**config.mk**
```make
export PLATFORM = sky130hd
export DESIGN_NAME = clkdiv_multi_flat
export DESIGN_NICKNAME = d
export VERILOG_FILES = /design/src/rtl/clkdiv_multi_pkg.sv /design/src/rtl/clkdiv_multi_if.sv /design/src/rtl/clkdiv_multi_chan.sv /design/src/rtl/clkdiv_multi.sv /design/src/flat_wrapper.sv
export SDC_FILE = /design/constraint.sdc
export NUM_CORES = 1
export LEC_CHECK = 0
export ABC_AREA = 0
export BUFFER_PORTS_ARGS = -buffer_cell sky130_fd_sc_hd__clkbuf_2
export CORE_MARGIN = 4
export CORE_UTILIZATION = 55
export CTS_CLUSTER_DIAMETER = 200
export DETAILED_ROUTE_END_ITERATION = 10
export GPL_ROUTABILITY_DRIVEN = 0
export PLACE_DENSITY_LB_ADDON = 0.05
export SETUP_SLACK_MARGIN = 0.4
export SKIP_LAST_GASP = 1
export SLEW_MARGIN = 20
export SYNTH_ARGS = -nofsm -noshare
export SYNTH_HDL_FRONTEND = slang
export SYNTH_SLANG_ARGS = --single-unit
```
**constraint.sdc**
```tcl
create_clock -name sys_clk -period 2.55 [get_ports sys_clk]
set_input_delay 0.255 -clock sys_clk [delete_from_list [all_inputs] [get_ports sys_clk]]
set_output_delay 0.255 -clock sys_clk [all_outputs]
set_load 0.01 [all_outputs]
```
**src/rtl/clkdiv_multi_pkg.sv**
```systemverilog
// Shared constants and helpers for the multi-channel clock divider.
// Helpers work on 32-bit values so callers of any counter width can use them.
package clkdiv_pkg;

   localparam int unsigned DIV_MIN = 2;

   // Divisors below DIV_MIN cannot form a low and a high phase, so they are raised.
   function automatic logic [31:0] clamp_div(input logic [31:0] d);
      return (d < DIV_MIN) ? DIV_MIN : d;
   endfunction

   function automatic logic [31:0] half_up(input logic [31:0] p);
      return (p + 32'd1) >> 1;
   endfunction

endpackage

```
**src/rtl/clkdiv_multi_if.sv**
```systemverilog
// Divisor write bus shared by all channels of clkdiv_multi.
interface clkdiv_multi_if #(
   parameter int CH    = 2,
   parameter int CNT_W = 16
);
   localparam int CH_W = (CH > 1) ? $clog2(CH) : 1;

   logic              div_wr_en;
   logic [CH_W-1:0]   div_wr_ch;
   logic [CNT_W-1:0]  div_wr_data;

   modport master (output div_wr_en, output div_wr_ch, output div_wr_data);
   modport slave  (input  div_wr_en, input  div_wr_ch, input  div_wr_data);
endinterface

```
**src/rtl/clkdiv_multi_chan.sv**
```systemverilog
// One divider channel: phase counter, active/pending divisor and registered outputs.
// A new divisor is adopted only at a period wrap, or at once while the channel is stopped.
module clkdiv_chan
   import clkdiv_pkg::*;
#(
   parameter int CNT_W       = 16,
   parameter int DIV_DEFAULT = 10
) (
   input  logic             i_clk,
   input  logic             i_rst,
   input  logic             i_en,
   input  logic             i_wrEn,
   input  logic [CNT_W-1:0] i_wrData,
   output logic             o_clkOut,
   output logic             o_tick
);

   localparam logic [CNT_W-1:0] DIV_RESET = CNT_W'(clamp_div(32'(DIV_DEFAULT)));

   logic [CNT_W-1:0] r_cnt;
   logic [CNT_W-1:0] r_div;
   logic [CNT_W-1:0] r_pend;
   logic             r_pendV;

   logic             w_wrap;
   logic [CNT_W-1:0] w_half;
   logic [CNT_W-1:0] w_pendNext;
   logic             w_pendVNext;
   logic [CNT_W-1:0] w_pendClamped;

   // A write in the current cycle bypasses the pending register so it can land on this wrap.
   assign w_pendNext    = i_wrEn ? i_wrData : r_pend;
   assign w_pendVNext   = i_wrEn | r_pendV;
   assign w_pendClamped = CNT_W'(clamp_div(32'(w_pendNext)));
   assign w_wrap        = (r_cnt == r_div - CNT_W'(1));
   assign w_half        = CNT_W'(half_up(32'(r_div)));

   always_ff @(posedge i_clk) begin
      if (i_rst) begin
         r_cnt    <= '0;
         r_div    <= DIV_RESET;
         r_pend   <= '0;
         r_pendV  <= 1'b0;
         o_clkOut <= 1'b0;
         o_tick   <= 1'b0;
      end else if (!i_en) begin
         r_cnt    <= '0;
         r_pend   <= w_pendNext;
         r_pendV  <= 1'b0;
         o_clkOut <= 1'b0;
         o_tick   <= 1'b0;
         if (w_pendVNext) begin
            r_div <= w_pendClamped;
         end
      end else begin
         r_cnt    <= w_wrap ? '0 : r_cnt + CNT_W'(1);
         r_pend   <= w_pendNext;
         o_clkOut <= (r_cnt >= w_half);
         o_tick   <= w_wrap;
         if (w_wrap && w_pendVNext) begin
            r_div   <= w_pendClamped;
            r_pendV <= 1'b0;
         end else begin
            r_pendV <= w_pendVNext;
         end
      end
   end

endmodule

```
**src/rtl/clkdiv_multi.sv**
```systemverilog
// Multi-channel programmable clock divider: CH independent channels behind one write bus.
// This level only decodes the write address; all timing lives in clkdiv_chan.
module clkdiv_multi
   import clkdiv_pkg::*;
#(
   parameter int CH          = 2,
   parameter int CNT_W       = 16,
   parameter int DIV_DEFAULT = 10
) (
   input  logic          sys_clk,
   input  logic          sys_rst,
   input  logic [CH-1:0] en,
   clkdiv_multi_if.slave wr,
   output logic [CH-1:0] clk_out,
   output logic [CH-1:0] tick
);

   logic w_inRange;

   // Indices at or beyond CH address no channel and the write is dropped.
   assign w_inRange = (int'(wr.div_wr_ch) < CH);

   for (genvar i = 0; i < CH; i++) begin : g_chan
      logic w_sel;

      assign w_sel = wr.div_wr_en && w_inRange && (int'(wr.div_wr_ch) == i);

      clkdiv_chan #(
         .CNT_W       (CNT_W),
         .DIV_DEFAULT (DIV_DEFAULT)
      ) u_chan (
         .i_clk    (sys_clk),
         .i_rst    (sys_rst),
         .i_en     (en[i]),
         .i_wrEn   (w_sel),
         .i_wrData (wr.div_wr_data),
         .o_clkOut (clk_out[i]),
         .o_tick   (tick[i])
      );
   end

endmodule
```
**src/flat_wrapper.sv**
```systemverilog
// flat-port wrapper written by rule: the top's interface ports become plain ports
module clkdiv_multi_flat import clkdiv_pkg::*;
#(
   parameter int CH          = 2,
   parameter int CNT_W       = 16,
   parameter int DIV_DEFAULT = 10
)
  (sys_clk, sys_rst, en, clk_out, tick, wr_div_wr_en, wr_div_wr_ch, wr_div_wr_data);
  clkdiv_multi_if #(.CH(CH), .CNT_W(CNT_W)) wr_i ();
  input  logic sys_clk;
  input  logic sys_rst;
  input  logic [CH-1:0] en;
  output logic [CH-1:0] clk_out;
  output logic [CH-1:0] tick;
  input wire logic [$bits(wr_i.div_wr_en)-1:0] wr_div_wr_en;
  input wire logic [$bits(wr_i.div_wr_ch)-1:0] wr_div_wr_ch;
  input wire logic [$bits(wr_i.div_wr_data)-1:0] wr_div_wr_data;
  assign wr_i.div_wr_en = wr_div_wr_en;
  assign wr_i.div_wr_ch = wr_div_wr_ch;
  assign wr_i.div_wr_data = wr_div_wr_data;
  clkdiv_multi #(.CH(CH), .CNT_W(CNT_W), .DIV_DEFAULT(DIV_DEFAULT)) u_core (.sys_clk(sys_clk), .sys_rst(sys_rst), .en(en), .wr(wr_i), .clk_out(clk_out), .tick(tick));
endmodule
```
# ---- Word-level counts from Yosys, hierarchy flattened
# Index checks and enable logic that the tools add are counted.
dict set report word_totals {
  regBits 102
  latchBits 0
  ram_bits 0
  mem_bits_ro 0
  in_bits 22
  wordCells 55
  memories 0
}
dict set report classes {
  addsub 6
  mul 0
  div_mod_pow 0
  magnitude_cmp 4
  eq_ne 4
  n_shift 0
  n_mux 10
  bitwise 5
  n_reduce_logical 14
}
# operator n
set op_table {}
lappend op_table {{16-bit two-way mux} 10}
lappend op_table {{16-bit by 1-bit adder with 17-bit output (second input constant)} 2}
lappend op_table {{16-bit by 1-bit adder with 16-bit output (second input constant)} 2}
lappend op_table {{16-bit == test} 2}
lappend op_table {{16-bit greater-or-equal comparator} 2}
lappend op_table {{16-bit by 2-bit less-than comparator with 1-bit output (second input constant)} 2}
lappend op_table {{16-bit by 1-bit subtractor with 16-bit output (second input constant)} 2}
lappend op_table {{3-bit OR reduction} 4}
lappend op_table {{1-bit logical AND} 4}
lappend op_table {{2-bit by 1-bit inequality test with 1-bit output (second input constant)} 2}
lappend op_table {{2-bit AND reduction} 2}
lappend op_table {{2-bit nonzero test} 2}
lappend op_table {{2-bit OR reduction} 2}
lappend op_table {{1-bit NOT} 3}
lappend op_table {{1-bit OR} 2}

# ---- Logic depth before layout (Yosys ltp)
# Gate-level depths: netlist of run 1.
dict set report logic_depth {
  depth_word 7
  ltp_mapped 14
}

# ---- Cells and area by module
# Synthesis of run 1 repeated with hierarchy kept, for this count alone.
dict set report hier_totals {
  hier_cells 735
  hier_area_um2 6424.9
}
# mod instances cells_each area_each_um2 seq_area_each_um2
set modules_own_cells {}
lappend modules_own_cells {{clkdiv_chan (u_core.g_chan[0].u_chan)} 1 375 3218.1 1021.0}
lappend modules_own_cells {{clkdiv_chan (u_core.g_chan[1].u_chan)} 1 358 3190.6 1021.0}
lappend modules_own_cells {clkdiv_multi 1 2 16.3 0.0}

# ---- Worst setup path after synthesis of run 1
# No wires, ideal clock.
dict set report synth_path {
  path_type {register to register}
  from {reg u_core.g_chan[1].u_chan.r_div[2]}
  to {reg u_core.g_chan[1].u_chan.o_clkOut}
  setup_time_ns 0.120
  arrival_ns 2.654
  required_time_ns 2.430
  slack_ns -0.224
  path_stages_with_launch 14
  n_path_buf 1
  period_less_slack_ns 2.774
  cell_sequence {dfxtp_1 clkbuf_1 nand3_1 nor2_1 nand2_1 nor3_1 nand4_1 nor2_1 xnor2_1 ha_1 a21o_1 a221oi_1 a21oi_1 o31a_1}
}
dict set report synth_via {
  elab_chain_cells 2
}
# element line_no
set synth_rtl {}
lappend synth_rtl {{start: declaration} clkdiv_multi_chan.sv:21} ;# logic [CNT_W-1:0] r_div;
lappend synth_rtl {{start signal: assignment} clkdiv_multi_chan.sv:53} ;# r_div <= w_pendClamped;
lappend synth_rtl {{start signal: assignment} clkdiv_multi_chan.sv:61} ;# r_div <= w_pendClamped;
lappend synth_rtl {{16-bit by 1-bit adder with 17-bit output} clkdiv_multi_pkg.sv:13} ;# return (p + 32'd1) >> 1;
lappend synth_rtl {{16-bit greater-or-equal comparator} clkdiv_multi_chan.sv:58} ;# o_clkOut <= (r_cnt >= w_half);
lappend synth_rtl {{end signal: assignment} clkdiv_multi_chan.sv:58}
lappend synth_rtl {{end: declaration} clkdiv_multi_chan.sv:14} ;# output logic o_clkOut,
# Every way passes these cells.
# A chain may end at the register's enable or synchronous reset.

# ---- Final worst setup path of run 1
dict set report layout_path {
  from {reg u_core.g_chan[1].u_chan.r_div[7]}
  to {reg u_core.g_chan[1].u_chan.r_div[13]}
}
dict set report layout_via {
  elab_chain_cells 5
}
# element line_no
set layout_rtl {}
lappend layout_rtl {{16-bit by 1-bit subtractor with 16-bit output} clkdiv_multi_chan.sv:35} ;# assign w_wrap = (r_cnt == r_div - CNT_W'(1));
lappend layout_rtl {{16-bit == test} clkdiv_multi_chan.sv:35}
lappend layout_rtl {{1-bit logical AND} clkdiv_multi_chan.sv:60} ;# if (w_wrap && w_pendVNext) begin
lappend layout_rtl {{2-bit by 1-bit inequality test with 1-bit output (no line)} -}
lappend layout_rtl {{2-bit AND reduction (no line)} -}
# Every way passes these cells.

==> results of run 1 <==
worst max-delay path, cell delays in order, from the launching register on:
cell and delay (ns):
dfxtp_1 0.31, or4_4 0.56, nor4_4 0.37, mux2_4 0.33, mux2i_1 0.17, o211ai_2 0.15, o31ai_4 0.26, buf_6 0.18
clkbuf_16 0.15, a21bo_1 0.13, a21oi_2 0.05
cell usage after synthesis (all sizes together) (10+ instances only):
master and instances:
nor4 12, nor3 19, nand3 50, o21ai 14
inv 21, nor2b 13, dfxtp 102, a21o 14
xnor2 51, and3 20, nand2 75, clkbuf 37
buf 20, xor2 42, nand4 16, ha 38
nor2 64, a21oi 58, a22o 14, a21bo 10
cell families (layout without fill, tap and decap cells):
logic type      Yosys count  after routing
fa+ha+maj                38             38
mux                       8              8
buf+inv                  78            184
compound gates          148            149
simple gates            301            301
flops                   102            102
xor+xnor                 93             93
state kept, by name, indices dropped and copies added (netlist names):
signal / cells
u_core.g_chan.u_chan.r_pendV: 2
u_core.g_chan.u_chan.r_pend: 32
u_core.g_chan.u_chan.o_clkOut: 2
u_core.g_chan.u_chan.r_div: 32
u_core.g_chan.u_chan.o_tick: 2
u_core.g_chan.u_chan.r_cnt: 32
area by class of cell:
class	instances	area, um^2	area share [%]
Clock inverter	7	81.3	0.993
Inverter	21	81.3	0.993
Sequential cell	102	2050	25.1
Multi-Input combinational cell	589	4340	53.0
Clock buffer	9	225	2.75
Timing Repair Buffer	147	1230	15.0
Tap cell	143	179	2.18
repair_timing:
action                     CTS  global route
gates cloned                 5             1
resized for setup           57            31
setup buffers               16             6
pin swaps                   31            19
setup endpoints to repair   70            70
power by group through the flow:
stage	combinational [mW]	clock, mW	sequential [mW]
6_report	0.575	1.43	1.66
5_1_grt	0.622	1.53	1.67
2_1_floorplan	0.318	0	1.69
4_1_cts	0.537	1.45	1.66
3_3_place_gp	0.457	0	1.70
3_5_place_dp	0.466	0	1.70
worst max path at each step:
stage / cells after the start / slack, ns / to / startpoint
3_5_place_dp: 9 / -0.31 / u_core.g_chan[1].u_chan.r_cnt[3] / u_core.g_chan[1].u_chan.r_div[2]
3_3_place_gp: 9 / -0.25 / u_core.g_chan[1].u_chan.r_cnt[12] / u_core.g_chan[1].u_chan.r_div[7]
2_1_floorplan: 11 / -0.10 / u_core.g_chan[1].u_chan.r_div[10] / u_core.g_chan[1].u_chan.r_div[3]
5_1_grt: 10 / -0.33 / u_core.g_chan[1].u_chan.r_div[3] / u_core.g_chan[1].u_chan.r_div[7]
6_report: 10 / -0.28 / u_core.g_chan[1].u_chan.r_div[13] / u_core.g_chan[1].u_chan.r_div[7]
4_1_cts: 10 / -0.24 / u_core.g_chan[1].u_chan.r_div[0] / u_core.g_chan[1].u_chan.r_div[3]
placed cells by master, fill, tap and decap left out, types with 13 or more instances in the layout:
master | Yosys | layout
a22o_1 | 14 | 14
nor2b_1 | 13 | 13
and3_1 | 20 | 18
xor2_1 | 42 | 42
nand3_1 | 40 | 34
xnor2_1 | 51 | 51
nand2_1 | 75 | 74
ha_1 | 38 | 35
dfxtp_1 | 102 | 94
a21oi_2 | 10 | 14
nand3_2 | 10 | 15
inv_1 | 21 | 19
nand4_1 | 16 | 16
buf_6 | 2 | 16
clkbuf_2 | 0 | 25
nor2_1 | 64 | 55
buf_4 | 5 | 97
a21oi_1 | 48 | 43
a21o_1 | 14 | 14
nor3_1 | 17 | 13
stage by stage:
step	power (mW)	cells	hold WS [ns]	instance area (um^2)	setup TNS [ns]
after floorplan	2.01	768	0.391	6530	-2.06
after global placement	2.15	974	0.447	7260	-6.59
after detailed placement	2.17	974	0.464	7260	-8.53
after CTS	3.65	1011	0.188	7990	-7.10
after global routing	3.82	1018	0.204	8190	-14.02
final	3.67	1018	0.195	8190	-9.40
layer usage:
layer  track usage [%]  wire length, um  share of wire, %
met5                 0                0                 0
met2              50.2             9330                52
met3              5.48              546               3.1
met1              31.6             7380                41
met4              9.98              556               3.1
==> key figures, run 1 <==
Run status
  • Run status: complete, but fails checks
  • Failing checks: negative setup slack

Timing
  • Final number of setup-violating endpoints: 67
  • Min setup slack post-route: -0.276 ns
  • Clk_skew: 0.00911 ns
  • Slew HR: 37.8%
  • Fin crit period: 2.83 ns
  • Slew at the pin closest to its max-slew limit: 0.933 ns
  • Fmax: 354 MHz
  • Final Max Tran Viols: 0
  • Final period utilization: 111%
  • RSZ-0062 raised after global routing: yes
  • Hold Violations, Final: 0

Logic synthesis
  • Syn Std Cell Area: 6410 um^2
  • Post-synth EDFFs: 0
  • Most common flop cell mapped by yosys: dfxtp_1
  • Unique masters post-synth: 71
  • Mux contribution to synthesized area: 1.27%
  • Cell taking the most area after synthesis: dfxtp_1
  • Top-area cell type share of the netlist area: 31.9%
  • Synthesized instance count: 768
  • Synth Area in Adders: 7.42%
  • Main combinational cell family by area after synthesis: simple AND/OR/NAND/NOR gates
  • Simple-Gate Fraction of Synth Area: 24.6%
  • Ys async rst share: 0%
  • Syn Area/Cell: 8.35 um^2
  • Syn Nets: 828
  • Yosys warning count: 0
  • Post-synthesis sequential area ratio: 31.9%
  • Post-Synth XOR/XNOR Area: 12.7%
  • Leading post-synthesis cells by cell area: dfxtp_1, ha_1, xnor2_1
  • Synth Register Bits: 102
  • Complex-gate fraction of the synthesized area: 16.8%

Final layout
  • Share of layout cells above drive strength 1: 28.8%
  • Ant. Diodes: 0
  • Layout area overhead: 27.8%
  • Filler Cell Count: 905
  • Final core utilization: 71.8%
  • Final nets: 930

Power
  • Reg power frac: 45.4%
  • Sw Pwr: 1.06 mW
  • Maximum VDD drop: 0.000442 V
  • Cell Int Power: 2.61 mW
  • Clock power share: 38.9%
  • Pwr dens: 447 nW/um^2
  • Gate power share: 15.7%
  • Sw Share: 28.9%
  • Leakage dissipation: 3.26 nW

Drt
  • Drt first-iter violations: 332
  • Via count: 5916
  • Residual DRC count: 0
  • Post-route ant nets: 0
  • Average wire per cell in the routed design: 17.5 um
  • Total Routed Length: 17800 um
  • Vias per cell: 5.81
  • TritonRoute pass-1 iters: 5

Setup path
  • Reg2Reg Setup Slack: -0.28 ns
  • CP required: 2.76 ns
  • Kind of critical path: flip-flop to flip-flop
  • WP data arrival: 3.04 ns
  • Crit. End Element: flip-flop
  • Reg2Reg Depth: 10
  • Max Fanout on Critical Path: 7
  • R2R Path End: u_core.g_chan[1].u_chan.r_div[13]
  • CP startpoint kind: flip-flop
  • R2R Path Start: u_core.g_chan[1].u_chan.r_div[7]

Hold path
  • Hold path start: wr_div_wr_data[15]
  • Hold Crit Class: input port to flip-flop
  • Worst Hold Depth: 3
  • WHS Endpoint: u_core.g_chan[1].u_chan.r_pend[15]

GRT
  • Largest net degree at the start of global routing: 34
  • Global-route wire length before repair: 29100 um
  • Vias in the first global route: 5861
  • GRT overflow: 0
  • Initial antenna violation count: 0
  • Total track usage: 27.5%

Floorplanning
  • Core ar.: 11400 um^2
  • Die width: 116 um
  • Initial Utilization: 56.1%
  • Die area: 13400 um^2
  • Die Ht: 116 um
  • I/O pin cnt: 26
  • Row count: 39

Clock tree
  • Clock sinks: 102
  • # H-tree levels: 3
  • Number of CTS-inserted buffers: 9
  • Reg clk slew, reported paths: 0.08 ns
  • CTS tree: built
  • Worst-Skew Late Latency: 0.36 ns
  • Root Buffer Master: clkbuf_16
  • Clock buffer depth: 2
  • CTS Hold Bufs: 0

Placed design
  • Post-DP HPWL: 12700 um
  • DP Worst Slack: -0.311 ns
  • Count of input and output buffers: 25

Run
  • Max_cap viols: 0
No activity file was read; power rests on OpenSTA's default activity.
==> run 2, diff against run 1 <==
--- a/config.mk
+++ b/config.mk
@@ -7,3 +7,3 @@
 export LEC_CHECK = 0
-export ABC_AREA = 0
+export ABC_AREA = 1
 export BUFFER_PORTS_ARGS = -buffer_cell sky130_fd_sc_hd__clkbuf_2
==> constraint.sdc (replaced) <==
create_clock -name sys_clk -period 2.55 [get_ports sys_clk]
set_input_delay 0.3825 -clock sys_clk [delete_from_list [all_inputs] [get_ports sys_clk]]
set_output_delay 0.3825 -clock sys_clk [all_outputs]
set_load 0.01 [all_outputs]
==> run 2 against run 1 <==
The flow still finishes with violations (negative setup slack); flip-flop and latch count did not move; core utilization shrank 2.0 points; non-clock buffer count shrank 52; critical path depth rose by 7; die area rose by 5.3%; maximum frequency increased by 11%; routed wire length decreased by 4.6%; synthesized cell count rose by 33%; total power grew 6.6%; combinational power increased by 45%; register-to-register slack improved by 0.27 ns; largest cell class unchanged; highest routed layer unchanged.
==> key figures, run 2 <==
Drt
  • Post-route ant nets: 0
  • Vias per cell: 5.15
  • Via count: 6454
  • Drt first-iter violations: 419
  • Average wire per cell in the routed design: 13.6 um
  • TritonRoute pass-1 iters: 5
  • Total Routed Length: 17000 um
  • Residual DRC count: 0

Power
  • Pwr dens: 466 nW/um^2
  • Sw Share: 31.8%
  • Clock power share: 34.6%
  • Maximum VDD drop: 0.000413 V
  • Gate power share: 21.3%
  • Reg power frac: 44.0%
  • Sw Pwr: 1.24 mW
  • Leakage dissipation: 3.94 nW
  • PnR Total Power: 3.91 mW
  • Cell Int Power: 2.67 mW

Setup path
  • Kind of critical path: flip-flop to flip-flop
  • Critical path's largest stage delay: 0.38 ns
  • WP data arrival: 2.86 ns
  • CP startpoint kind: flip-flop
  • Slowest CP cell: dfxtp_4
  • CP required: 2.86 ns
  • Max Fanout on Critical Path: 3
  • Worst path cell trace: ha_4, nand2_4, nor4_4, nand2_1, nor2_2, nand3_2, nor2_2, nand4_1, nand3b_1, ha_1, nand2_1, inv_1, nand3_2, nor3_2, nand2_1, a31o_2, inv_1
  • CP most frequent cell: nand2_1
  • Crit. End Element: flip-flop

Floorplanning
  • Row count: 40
  • Die Ht: 119 um
  • I/O pin cnt: 26
  • Initial Utilization: 56.4%
  • Die width: 119 um
  • Core ar.: 12000 um^2
  • Die area: 14200 um^2

Timing
  • Hold Violations, Final: 0
  • Final number of setup-violating endpoints: 1
  • Slew HR: 49.4%
  • Final period utilization: 100%
  • Min setup slack post-route: -0.00343 ns
  • Slew at the pin closest to its max-slew limit: 0.755 ns
  • Final Max Tran Viols: 0
  • RSZ-0062 raised after global routing: yes
  • Fin crit period: 2.55 ns
  • Fmax: 392 MHz
  • Clk_skew: 0.00852 ns
  • Hold Worst Slack: 0.390 ns

Logic synthesis
  • Syn Nets: 1085
  • Most common flop cell mapped by yosys: dfxtp_1
  • Yosys warning count: 0
  • Mux contribution to synthesized area: 0.295%
  • Count leader, synth: nand2_1
  • Top-area cell type share of the netlist area: 30.1%
  • Leading post-synthesis cells by cell area: dfxtp_1, nand2_1, nor2_1
  • Syn Std Cell Area: 6780 um^2
  • Post-synthesis sequential area ratio: 30.1%
  • Main combinational cell family by area after synthesis: simple AND/OR/NAND/NOR gates
  • Cell taking the most area after synthesis: dfxtp_1
  • Unique masters post-synth: 43
  • Synthesized instance count: 1025
  • Post-Synth XOR/XNOR Area: 8.48%
  • Post-synth EDFFs: 0
  • Ys async rst share: 0%
  • Syn Area/Cell: 6.61 um^2
  • Complex-gate fraction of the synthesized area: 5.85%
  • Simple-Gate Fraction of Synth Area: 37.6%
  • Commonest cells post-synth: nand2_1, nor2_1, inv_1
  • Synth Area in Adders: 7.02%
  • Synth Register Bits: 102

Final layout
  • Ant. Diodes: 0
  • Final nets: 1160
  • Most common cell after layout, fill and taps aside: nand2_1
  • Commonest cells after routing, fill and taps aside: nand2_1, inv_1, nor2_1
  • Biggest regs: u_core.g_chan.u_chan.r_cnt x32, u_core.g_chan.u_chan.r_div x32, u_core.g_chan.u_chan.r_pend x32
  • Layout area overhead: 23.7%
  • Share of layout cells above drive strength 1: 22.4%
  • Filler Cell Count: 1051

Run status
  • Run status: complete, but fails checks
  • Failing checks: negative setup slack

Hold path
  • Hold Crit Class: input port to flip-flop

Clock tree
  • Root Buffer Master: clkbuf_16
  • Clock sinks: 102
  • # H-tree levels: 3
  • Number of CTS-inserted buffers: 9
  • Clock buffer depth: 2
  • Worst-Skew Late Latency: 0.36 ns
  • CTS tree: built
  • Reg clk slew, reported paths: 0.08 ns
  • CTS Hold Bufs: 0

GRT
  • Largest net degree at the start of global routing: 57
  • Total track usage: 24.1%
  • Global-route wire length before repair: 28100 um
  • GRT overflow: 0
  • Vias in the first global route: 5794
  • Initial antenna violation count: 0

Placed design
  • Post-DP HPWL: 12100 um
  • Count of input and output buffers: 25

Run
  • Max_cap viols: 0
==> run 2: cell types whose count changed in the layout (fill, tap and decap cells not counted), sizes merged, moves of 9 or more <==
| cell | previous run | this run |
|---|---|---|
| a21bo | 10 | 0 |
| a21o | 14 | 0 |
| a21oi | 59 | 30 |
| a22o | 14 | 0 |
| and3 | 20 | 1 |
| buf | 121 | 70 |
| inv | 27 | 142 |
| nand2 | 75 | 265 |
| nand3 | 50 | 83 |
| nor2 | 64 | 161 |
| nor2b | 13 | 0 |
| nor4 | 12 | 3 |
| o21ai | 14 | 37 |
| xnor2 | 51 | 16 |
==> run 2: repair_timing <==
action,CTS,global route
cloned,6,1
pin swaps,28,56
resized for setup,40,94
setup endpoints to repair,65,69
setup buffers,20,9
==> run 2: power by group through the flow <==
stage | Sequential, mW | Combinational, mW | Clock (mW)
finish | 1.72 | 0.833 | 1.35
global route | 1.73 | 0.945 | 1.44
CTS | 1.71 | 0.761 | 1.38
detailed placement | 1.75 | 0.689 | 0
global placement | 1.75 | 0.684 | 0
floorplan | 1.73 | 0.527 | 0
==> run 2: worst paths after layout <==
kind | start | slack (ns) | end | cells after the start
worst min-delay path | wr_div_wr_data[0] | 0.39 | u_core.g_chan[0].u_chan.r_pend[0] | 3
worst max-delay path | u_core.g_chan[1].u_chan.r_div[1] | -0.003 | u_core.g_chan[1].u_chan.o_clkOut | 17
worst min register to register | u_core.g_chan[1].u_chan.r_cnt[0] | 0.48 | u_core.g_chan[1].u_chan.r_cnt[0] | 1
worst max register to register | u_core.g_chan[1].u_chan.r_div[1] | -0.003 | u_core.g_chan[1].u_chan.o_clkOut | 17
==> run 2: layout make-up <==
class	instances	area, um^2	share of cell area (%)
multi-input combinational	752	4580	54.6
sequential	102	2070	24.7
timing repair buffer	95	739	8.82
inverter	140	531	6.33
clock buffer	10	229	2.73
tap	147	184	2.19
clock inverter	6	51.3	0.612
==> run 2: critical path: cells and delay by family, from the launching register on <==
family	cells	cell delay (ns)
AO/OA/AOI/OAI	1	0.24
adder cells (fa/ha/maj)	2	0.45
buffers and inverters	2	0.10
flip-flops	1	0.38
AND/OR/NAND/NOR	12	1.34
==> run 2: routing by layer <==
metal / global-route usage (%) / up-vias / share of wire [%]
li1: - / 3365 / -
met1: 35.1 / 2907 / 49
met2: 36.3 / 165 / 43
met3: 5.22 / 17 / 5.8
met4: 5.43 / 0 / 1.5
met5: 0 / - / 0
==> run 2: kinds of logic (layout without fill, tap and decap cells) <==
| kind of cell | count (synthesis) | after routing |
|---|---|---|
| compound gates | 75 | 75 |
| xor+xnor | 64 | 64 |
| fa+ha+maj | 38 | 38 |
| buf+inv | 176 | 251 |
| flops | 102 | 102 |
| mux | 2 | 2 |
| simple gates | 568 | 573 |
==> run 2: metrics by stage <==
stage	util, %	setup TNS, ns	cell area, um^2	std cells	setup slack [ns]
2_1_floorplan	-	-0.00695	6850	1025	-0.00695
3_3_place_gp	60.4	-0.117	7260	1200	-0.117
3_5_place_dp	60.4	-0.148	7260	1200	-0.148
4_1_cts	66.3	0	7960	1242	0.0136
5_1_grt	69.8	-0.322	8380	1252	-0.322
6_report	69.8	-0.00343	8380	1252	-0.00343
==> run 3, diff against run 2 <==
CORE_UTILIZATION = 50   (was 55)
==> run 3 against run 2 <==
The run still ends with negative setup slack left; core utilization is 4.0 points lower; critical path depth stayed put; maximum frequency is 4.4% lower; cell count is 3.4% higher; critical endpoint unchanged; largest power group unchanged.
==> key figures, run 3 (synthesis gave the netlist of run 2 again) <==
Run status
  • Run status: complete, but fails checks
  • Failing checks: negative setup slack

Power
  • Clock power share: 35.0%
  • Maximum VDD drop: 0.000350 V
  • Leakage dissipation: 4.07 nW
  • Reg power frac: 43.1%
  • Sw Share: 32.1%
  • Sw Pwr: 1.28 mW
  • Gate power share: 21.9%
  • Cell Int Power: 2.70 mW
  • Pwr dens: 457 nW/um^2

Hold path
  • Hold Crit Class: input port to flip-flop

Timing
  • Final period utilization: 105%
  • Fmax: 374 MHz
  • Final Max Tran Viols: 0
  • Fin crit period: 2.67 ns
  • Min setup slack post-route: -0.121 ns
  • Clk_skew: 0.00975 ns
  • Slew at the pin closest to its max-slew limit: 0.737 ns
  • Hold Violations, Final: 0
  • Final number of setup-violating endpoints: 1
  • Slew HR: 50.6%
  • Hold Worst Slack: 0.366 ns
  • RSZ-0062 raised after global routing: yes

Clock tree
  • Reg clk slew, reported paths: 0.08 ns
  • Clock buffer depth: 2
  • # H-tree levels: 3
  • Number of CTS-inserted buffers: 9
  • Worst-Skew Late Latency: 0.36 ns
  • Root Buffer Master: clkbuf_16
  • Clock sinks: 102
  • CTS tree: built

Drt
  • Total Routed Length: 17700 um
  • Via count: 6464
  • Average wire per cell in the routed design: 13.7 um
  • Post-route ant nets: 0
  • Drt first-iter violations: 465
  • Residual DRC count: 0
  • Vias per cell: 5.00
  • TritonRoute pass-1 iters: 5

Final layout
  • Biggest regs: u_core.g_chan.u_chan.r_cnt x32, u_core.g_chan.u_chan.r_div x32, u_core.g_chan.u_chan.r_pend x32
  • Most common cell after layout, fill and taps aside: nand2_1
  • Ant. Diodes: 0
  • Commonest cells after routing, fill and taps aside: nand2_1, inv_1, nor2_1
  • Post-Layout Cell Count: 1294
  • Layout Cell Area excl Fill: 8710 um^2
  • Final nets: 1173
  • Final core utilization: 65.8%
  • Layout area overhead: 28.6%
  • Share of layout cells above drive strength 1: 25.7%

Setup path
  • Worst path cell trace: buf_6, inv_4, nor3_4, nand3_2, nor2_4, buf_4, buf_4, buf_4, buf_4, buf_4, xor2_1, ha_1, nand4_1, o221ai_1, nand2_1, a31o_2, inv_1
  • CP most frequent cell: buf_4
  • WP data arrival: 2.99 ns
  • Crit. End Element: flip-flop
  • CP startpoint kind: flip-flop
  • Critical path's largest stage delay: 0.37 ns
  • Kind of critical path: flip-flop to flip-flop
  • CP required: 2.87 ns
  • Max Fanout on Critical Path: 3
  • Slowest CP cell: dfxtp_4

Floorplanning
  • Row count: 42
  • I/O pin cnt: 26
  • Die width: 124 um
  • Initial Utilization: 51.2%
  • Core ar.: 13200 um^2
  • Die area: 15500 um^2
  • Die Ht: 124 um

GRT
  • Global-route wire length before repair: 29000 um
  • Initial antenna violation count: 0
  • GRT overflow: 0
  • Largest net degree at the start of global routing: 57
  • Vias in the first global route: 5797
  • Total track usage: 22.4%

Run
  • Max_cap viols: 0

Placed design
  • Placed Instances: 1231
  • Count of input and output buffers: 25
  • Post-DP HPWL: 12500 um
  • Dpl cell area: 7310 um^2
## run 3: path summary, 6_finish.rpt
| path | from | end | slack, ns | cells after the start |
|---|---|---|---|---|
| worst min register to register | u_core.g_chan[1].u_chan.r_cnt[0] | u_core.g_chan[1].u_chan.r_cnt[0] | 0.46 | 1 |
| worst max register to register | u_core.g_chan[1].u_chan.r_div[0] | u_core.g_chan[1].u_chan.o_clkOut | -0.12 | 17 |
| worst min-delay path | wr_div_wr_data[2] | u_core.g_chan[0].u_chan.r_pend[2] | 0.37 | 3 |
| worst max-delay path | u_core.g_chan[1].u_chan.r_div[0] | u_core.g_chan[1].u_chan.o_clkOut | -0.12 | 17 |
## run 3: worst max-delay path: cells and delay by family, from the launching register on
kind	cells	cell delay (ns)
flops	1	0.37
xor+xnor	1	0.07
compound gates	2	0.57
simple gates	5	0.68
fa+ha+maj	1	0.30
buf+inv	8	0.64
## run 3: repair_timing
| item | CTS | global route |
|---|---|---|
| pin swaps | 34 | 59 |
| setup endpoints to repair | 65 | 69 |
| gates resized for setup | 50 | 124 |
| buffers inserted | 21 | 17 |
| cloned | 4 | 5 |
| hold buffers | 0 | 0 |
## run 3: layer usage
metal,global-route usage [%],vias to the layer above,routed length [um]
li1,-,3402,-
met1,33.3,2930,9050
met2,34.0,111,7760
met3,4.33,21,658
met4,4.26,0,210
met5,0,-,0
## run 3: layout make-up
type,count,area [um^2]
Sequential cell,102,2070
Clock inverter,5,46.3
Clock buffer,11,243
Multi-Input combinational cell,754,4780
Inverter,140,533
Tap cell,176,220
Fill cell,1222,4530
Timing Repair Buffer,106,826
## run 3: through the flow
stage	worst slack, ns	power [mW]	setup TNS, ns
2_1_floorplan	-0.00695	2.26	-0.00695
3_3_place_gp	-0.140	2.44	-0.140
3_5_place_dp	-0.159	2.45	-0.159
4_1_cts	-0.0702	3.89	-0.0702
5_1_grt	-0.236	4.19	-0.236
6_report	-0.121	3.98	-0.121
## run 3: power by group through the flow
| stage | sequential (mW) | clock [mW] | combinational (mW) |
|---|---|---|---|
| after floorplan | 1.73 | 0 | 0.527 |
| after global placement | 1.75 | 0 | 0.694 |
| after detailed placement | 1.75 | 0 | 0.698 |
| after CTS | 1.71 | 1.42 | 0.755 |
| after global routing | 1.73 | 1.48 | 0.985 |
| final | 1.72 | 1.39 | 0.871 |
